===== src/rtl/biu_fetch_resp.sv =====
// Fetch-line responder: takes an IFU line request, reads the line from memory as
// 64-bit beats and streams them back as response packets, then briefly masks new requests.
`ifndef PA_SIZE
`define PA_SIZE 32
`endif
`ifndef PKT_BITS
`define PKT_BITS 103
`endif
`ifndef PKT_VLD
`define PKT_VLD 102
`endif
`ifndef PKT_SIZE
`define PKT_SIZE 101:100
`endif
`ifndef PKT_LAST
`define PKT_LAST 99
`endif
`ifndef PKT_TYPE
`define PKT_TYPE 98:96
`endif
`ifndef PKT_ADDR
`define PKT_ADDR 95:64
`endif
`ifndef PKT_DATA
`define PKT_DATA 63:0
`endif
`ifndef PKT_TYPE_FETCH
`define PKT_TYPE_FETCH 3'd1
`endif
`ifndef REQ_SZ_LINE
`define REQ_SZ_LINE 2'd3
`endif

module biu_fetch_resp #(
    parameter int LINE_BEATS = 2,
    parameter int HOLDOFF    = 2
) (
    input  logic                 clk,
    input  logic                 reset,
    input  logic [`PKT_BITS-1:0] ifu_req_pkt_xx,
    output logic [`PKT_BITS-1:0] biu_resp_pkt_xx,
    output logic                 mem_req_vld,
    input  logic                 mem_req_rdy,
    output logic [`PA_SIZE-1:0]  mem_req_addr,
    input  logic                 mem_rsp_vld,
    input  logic [63:0]          mem_rsp_data,
    output logic                 busy
);

    localparam int CW    = $clog2(LINE_BEATS) + 1;
    localparam int OFF_W = $clog2(LINE_BEATS) + 3;
    localparam int HW    = $clog2(HOLDOFF + 1);

    localparam logic [1:0] IDLE = 2'd0;
    localparam logic [1:0] FILL = 2'd1;
    localparam logic [1:0] HOLD = 2'd2;

    logic [1:0]           state_q, state_d;
    logic [`PA_SIZE-1:0]  line_q, line_d;
    logic [CW-1:0]        req_cnt_q, req_cnt_d;
    logic [CW-1:0]        rsp_cnt_q, rsp_cnt_d;
    logic [HW-1:0]        hold_cnt_q, hold_cnt_d;
    logic [CW-1:0]        gate_q, gate_d;
    logic [`PKT_BITS-1:0] resp_q, resp_d;

    logic req_take;
    logic rsp_take;
    logic last_sent;
    logic rsp_err;
    logic unused_req_bits;

    assign unused_req_bits = ^{ifu_req_pkt_xx[`PKT_LAST], ifu_req_pkt_xx[`PKT_DATA],
                               ifu_req_pkt_xx[OFF_W+63:64]};

    always_comb begin
        req_take = (state_q == IDLE) && ifu_req_pkt_xx[`PKT_VLD]
                   && (ifu_req_pkt_xx[`PKT_TYPE] == `PKT_TYPE_FETCH)
                   && (ifu_req_pkt_xx[`PKT_SIZE] == `REQ_SZ_LINE);
        rsp_take = (state_q == FILL) && mem_rsp_vld && (rsp_cnt_q < CW'(LINE_BEATS));
        // The LAST packet is on the bus for one cycle before FILL hands over to HOLD
        last_sent = resp_q[`PKT_VLD] && resp_q[`PKT_LAST];
        rsp_err = mem_rsp_vld && !rsp_take && (gate_q == '0);
        mem_req_vld  = (state_q == FILL) && (req_cnt_q < CW'(LINE_BEATS));
        mem_req_addr = line_q + (`PA_SIZE'(req_cnt_q) << 3);
        busy = (state_q != IDLE);
    end

    always_comb begin
        state_d    = state_q;
        line_d     = line_q;
        req_cnt_d  = req_cnt_q;
        rsp_cnt_d  = rsp_cnt_q;
        hold_cnt_d = hold_cnt_q;
        gate_d     = (gate_q != '0) ? gate_q - 1'b1 : gate_q;
        resp_d     = '0;

        case (state_q)
            IDLE: begin
                if (req_take) begin
                    state_d   = FILL;
                    line_d    = {ifu_req_pkt_xx[`PA_SIZE+63:OFF_W+64], OFF_W'(0)};
                    req_cnt_d = '0;
                    rsp_cnt_d = '0;
                end
            end
            FILL: begin
                if (mem_req_vld && mem_req_rdy)
                    req_cnt_d = req_cnt_q + 1'b1;
                if (rsp_take)
                    rsp_cnt_d = rsp_cnt_q + 1'b1;
                if (last_sent) begin
                    state_d    = HOLD;
                    hold_cnt_d = '0;
                end
            end
            HOLD: begin
                hold_cnt_d = hold_cnt_q + 1'b1;
                if (hold_cnt_q == HW'(HOLDOFF - 1))
                    state_d = IDLE;
            end
            default: state_d = IDLE;
        endcase

        if (rsp_take) begin
            resp_d[`PKT_VLD]  = 1'b1;
            resp_d[`PKT_TYPE] = `PKT_TYPE_FETCH;
            resp_d[`PKT_SIZE] = `REQ_SZ_LINE;
            resp_d[`PKT_ADDR] = line_q + (`PA_SIZE'(rsp_cnt_q) << 3);
            resp_d[`PKT_DATA] = mem_rsp_data;
            resp_d[`PKT_LAST] = (rsp_cnt_q == CW'(LINE_BEATS - 1));
        end
    end

    always_ff @(posedge clk) begin
        if (reset) begin
            state_q    <= IDLE;
            line_q     <= '0;
            req_cnt_q  <= '0;
            rsp_cnt_q  <= '0;
            hold_cnt_q <= '0;
            gate_q     <= CW'(LINE_BEATS);
            resp_q     <= '0;
        end else begin
            state_q    <= state_d;
            line_q     <= line_d;
            req_cnt_q  <= req_cnt_d;
            rsp_cnt_q  <= rsp_cnt_d;
            hold_cnt_q <= hold_cnt_d;
            gate_q     <= gate_d;
            resp_q     <= resp_d;
        end
    end

    assign biu_resp_pkt_xx = resp_q;

    // Stray read data is dropped; responses still in flight across a reset are expected
    assert property (@(posedge clk) disable iff (reset) !rsp_err)
        else $error("biu_fetch_resp: unexpected mem_rsp_vld dropped");

endmodule

===== config.mk =====
export PLATFORM = sky130hd
export DESIGN_NAME = biu_fetch_resp
export DESIGN_NICKNAME = d
export VERILOG_FILES = /design/src/rtl/biu_fetch_resp.sv
export SDC_FILE = /design/constraint.sdc
export NUM_CORES = 1
export LEC_CHECK = 0
export ABC_AREA = 0
export BUFFER_PORTS_ARGS = -buffer_cell sky130_fd_sc_hd__clkbuf_2
export CORE_ASPECT_RATIO = 0.5
export CORE_UTILIZATION = 46
export CTS_CLUSTER_SIZE = 14
export DETAILED_ROUTE_END_ITERATION = 12
export GPL_TIMING_DRIVEN = 0
export MAX_ROUTING_LAYER = met4
export PLACE_DENSITY = 0.87
export REMOVE_ABC_BUFFERS = 1
export SLEW_MARGIN = 5
export SYNTH_ARGS = -nofsm -noshare
export SYNTH_HDL_FRONTEND = slang
export SYNTH_SLANG_ARGS = --single-unit
export TNS_END_PERCENT = 50

===== constraint.sdc =====
create_clock -name clk -period 3.01 [get_ports clk]
set_input_delay 0.1505 -clock clk [delete_from_list [all_inputs] [get_ports clk]]
set_output_delay 0.1505 -clock clk [all_outputs]
set_load 0.02 [all_outputs]

==> flow_summary.ini <==
[finish]
multi_input_area_mm2 = 0.00219
drive_above_1_share_pct = 32.1
syn2layout_area_growth_pct = 52.2
final_cell_mix = 230 x clkbuf_2, 131 x dfxtp_1, 89 x dlygate4sd3_1, 75 x nand2_1, 69 x and2_1
nets = 1020
diodes = 0
seq_area_mm2 = 0.00262
final_cells = 996
fillers = 714
layout_commonest_cell = clkbuf_2

[power_and_ir_drop]
vdd.ir_drop.worst_uv = 434
p_leak_nw = 3.48
pwr_density_cell_mw_per_mm2 = 548

[synthesis]
ys_types = 44
synth_seq_cells = 131
synth_cells = 551
synthArstFlopShare_pct = 0
syn_area_per_cell_um2 = 9.21
synth_edf_count = 0
ys_warn_count = 0
yosysSeqAreaShare_pct = 51.7
synthFlopType = dfxtp_1
synth.cell_area_mm2 = 0.00508

[sta]
hold_viol = 0
setup_tns_ns = 0
maxSlewHeadroom_pct = 26.5
clock.fmax_ghz = 0.344
fin_crit_ns = 2.91
worstMarginPinSlew_ns = 1.09
finalMaxSlewViolations = 0
rsz0062_at_grt = no
period_share_pct = 96.6
finClkSkew_ns = 0.0137
setup_viol = 0

[worst_setup_path]
cp-end-kind = output port
reg2reg_depth = 6
crit_chain = ha_1 > ha_1 > nand3_1 > or2_2 > nor4_1 > xnor2_1 > clkbuf_2
max_stage_delay_ns = 0.49
cp.arrival_ns = 2.76
r2r-end = biu_resp_pkt_xx[94]$_SDFF_PP0_
slowest_stage = nor4_1
r2r_slack_ns = 0.67
criticalPathCategory = flip-flop to output port
critical_path_required_ns = 2.86
cpMostUsedCell = ha_1
r2r_start = rsp_cnt_q[1]$_SDFFE_PP0P_
crit_fanout = 9
critPathLaunchType = flip-flop

[clock_tree]
clkLatencyLatePin_ns = 0.41
root_buffer = clkbuf_16
clkTransAtPathRegs_ns = 0.06
cts_tree = yes
cts_buffers = 17
h-tree-depth = 4
clock_path_buffers = 2
postCtsSetupBuffers = 0
cts.sinks = 131

[route]
wl_met3_um = 950
wl_met2_um = 7780
top_layer_used = met4
drc = 0
wire_per_inst_um = 15.4
vias_per_cell = 5.07
routed_wirelength_um = 15400
ant_nets = 0
m1WireLength_um = 6120
dr.pass1.iters = 7
vias = 5052
drtIter0Drc = 344

[floorplanning]
core_mm2 = 0.0105
initial_core_util_pct = 48.5
io_pins = 308
die_h_um = 76.3
rows = 26
die_area_mm2 = 0.0115
die_w_um = 151

[placement]
dp_hpwl_um = 9140
place_inst = 874
globalplace.congestion = 0.845
io_buffers = 230

[global_route]
grt_usage_pct = 27.4
first_global_vias = 4908
grt_pass1_wl_um = 23800
overflow = 0
grt_start_max_net_pins = 71
grt_antenna_before_repair = 0

[worst_hold_path]
worstHoldPathType = input port to flip-flop
min_delay_path_depth = 3
min_from = ifu_req_pkt_xx[70]
min_delay_worst_endpoint = line_q[6]$_SDFFE_PP0P_

[run]
drv_cap = 0

[status]
status = completed
## layer usage
metal / global-route usage, % / up-vias
met2: 47.6 / 258
met1: 30.3 / 2338
met3: 5.51 / 52
li1: - / 2404
met5: - / -
met4: 12.5 / 0
## synth_stat cells, types with 12 or more instances
library cell  number  area (um^2)
a21oi_1           45          225
and2_1            69          432
buf_2             15         75.1
buf_4             14          105
clkbuf_1          21         78.8
dfxtp_1          131         2620
nand2_1           75          282
nand3_1           12         60.1
nor2_1            23         86.3
nor4_1            13         81.3
xnor2_1           18          158
xor2_1            19          166
## kinds of logic after synthesis
group           Yosys count  share of synthesized area, %
flops                   131                          51.7
simple gates            248                          26.7
buf+inv                  60                          5.86
compound gates           65                          7.25
fa+ha+maj                 6                          1.48
other cells               1                        0.0739
xor+xnor                 37                          6.38
mux                       3                         0.616
## worst max-delay path, delay by kind of cell, from the launching register on
kind,cells,cell delay (ns)
xor gates and xnor gates,1,0.18
DFF,1,0.40
and+or+nand+nor,3,1.12
adders and majority gates,2,0.45
buffers and inverters,1,0.20
## worst max path at each step
| stage | startpoint | end | slack (ns) |
|---|---|---|---|
| finish | req_cnt_q[1]$_SDFFE_PP0P_ | mem_req_addr[30] | 0.10 |
| global route | line_q[18]$_SDFFE_PP0P_ | mem_req_addr[27] | 0.01 |
| CTS | req_cnt_q[1]$_SDFFE_PP0P_ | mem_req_addr[30] | 0.19 |
| detailed placement | ifu_req_pkt_xx[97] | rsp_cnt_q[1]$_SDFFE_PP0P_ | 0.58 |
| global placement | reset | biu_resp_pkt_xx[95]$_SDFF_PP0_ | 0.23 |
| floorplan | req_cnt_q[1]$_SDFFE_PP0P_ | mem_req_addr[28] | 0.96 |
## metrics by stage
stage | power [mW] | instance area, um^2 | util (%) | worst slack, ns | hold slack, ns
6_report | 4.24 | 7730 | 73.8 | 0.101 | 0.00582
4_1_cts | 4.24 | 7700 | 73.6 | 0.190 | 0.000804
5_1_grt | 4.35 | 7730 | 73.8 | 0.0122 | 0.00787
2_1_floorplan | 1.81 | 4830 | - | 0.963 | 0.220
3_5_place_dp | 1.89 | 6150 | 58.8 | 0.581 | 0.352
3_3_place_gp | 1.89 | 6150 | 58.8 | 0.230 | 0.350
## power by group
group	switching [mW]	internal (mW)	leakage, nW	total, mW
logic	0.0761	0.133	2.10	0.209
clock network	0.767	1.51	0.319	2.28
registers	0.00700	1.74	1.05	1.75
total	0.850	3.39	3.48	4.24
## flip-flops by register name, indices dropped and copies added, names as in the netlist
| signal | count |
|---|---|
| req_cnt_q | 2 |
| rsp_cnt_q | 2 |
| biu_resp_pkt_xx | 95 |
| hold_cnt_q | 2 |
| state_q | 2 |
| line_q | 28 |
## what timing repair did
action | CTS | global route
hold buffers | 89 | 0
gates resized for setup | 0 | 1
endpoints found under the hold margin | 89 | 0
setup endpoints to repair | 0 | 2
## cell type report
class | count | area share [%]
well taps | 140 | 2.27
flip-flops and latches | 131 | 33.9
inverters | 6 | 0.291
clock buffers | 19 | 5.86
multi-input cells | 367 | 28.3
repair buffers | 320 | 26.6
clock inverters | 13 | 2.67
Note: power is estimated with default switching activity, not from simulation.
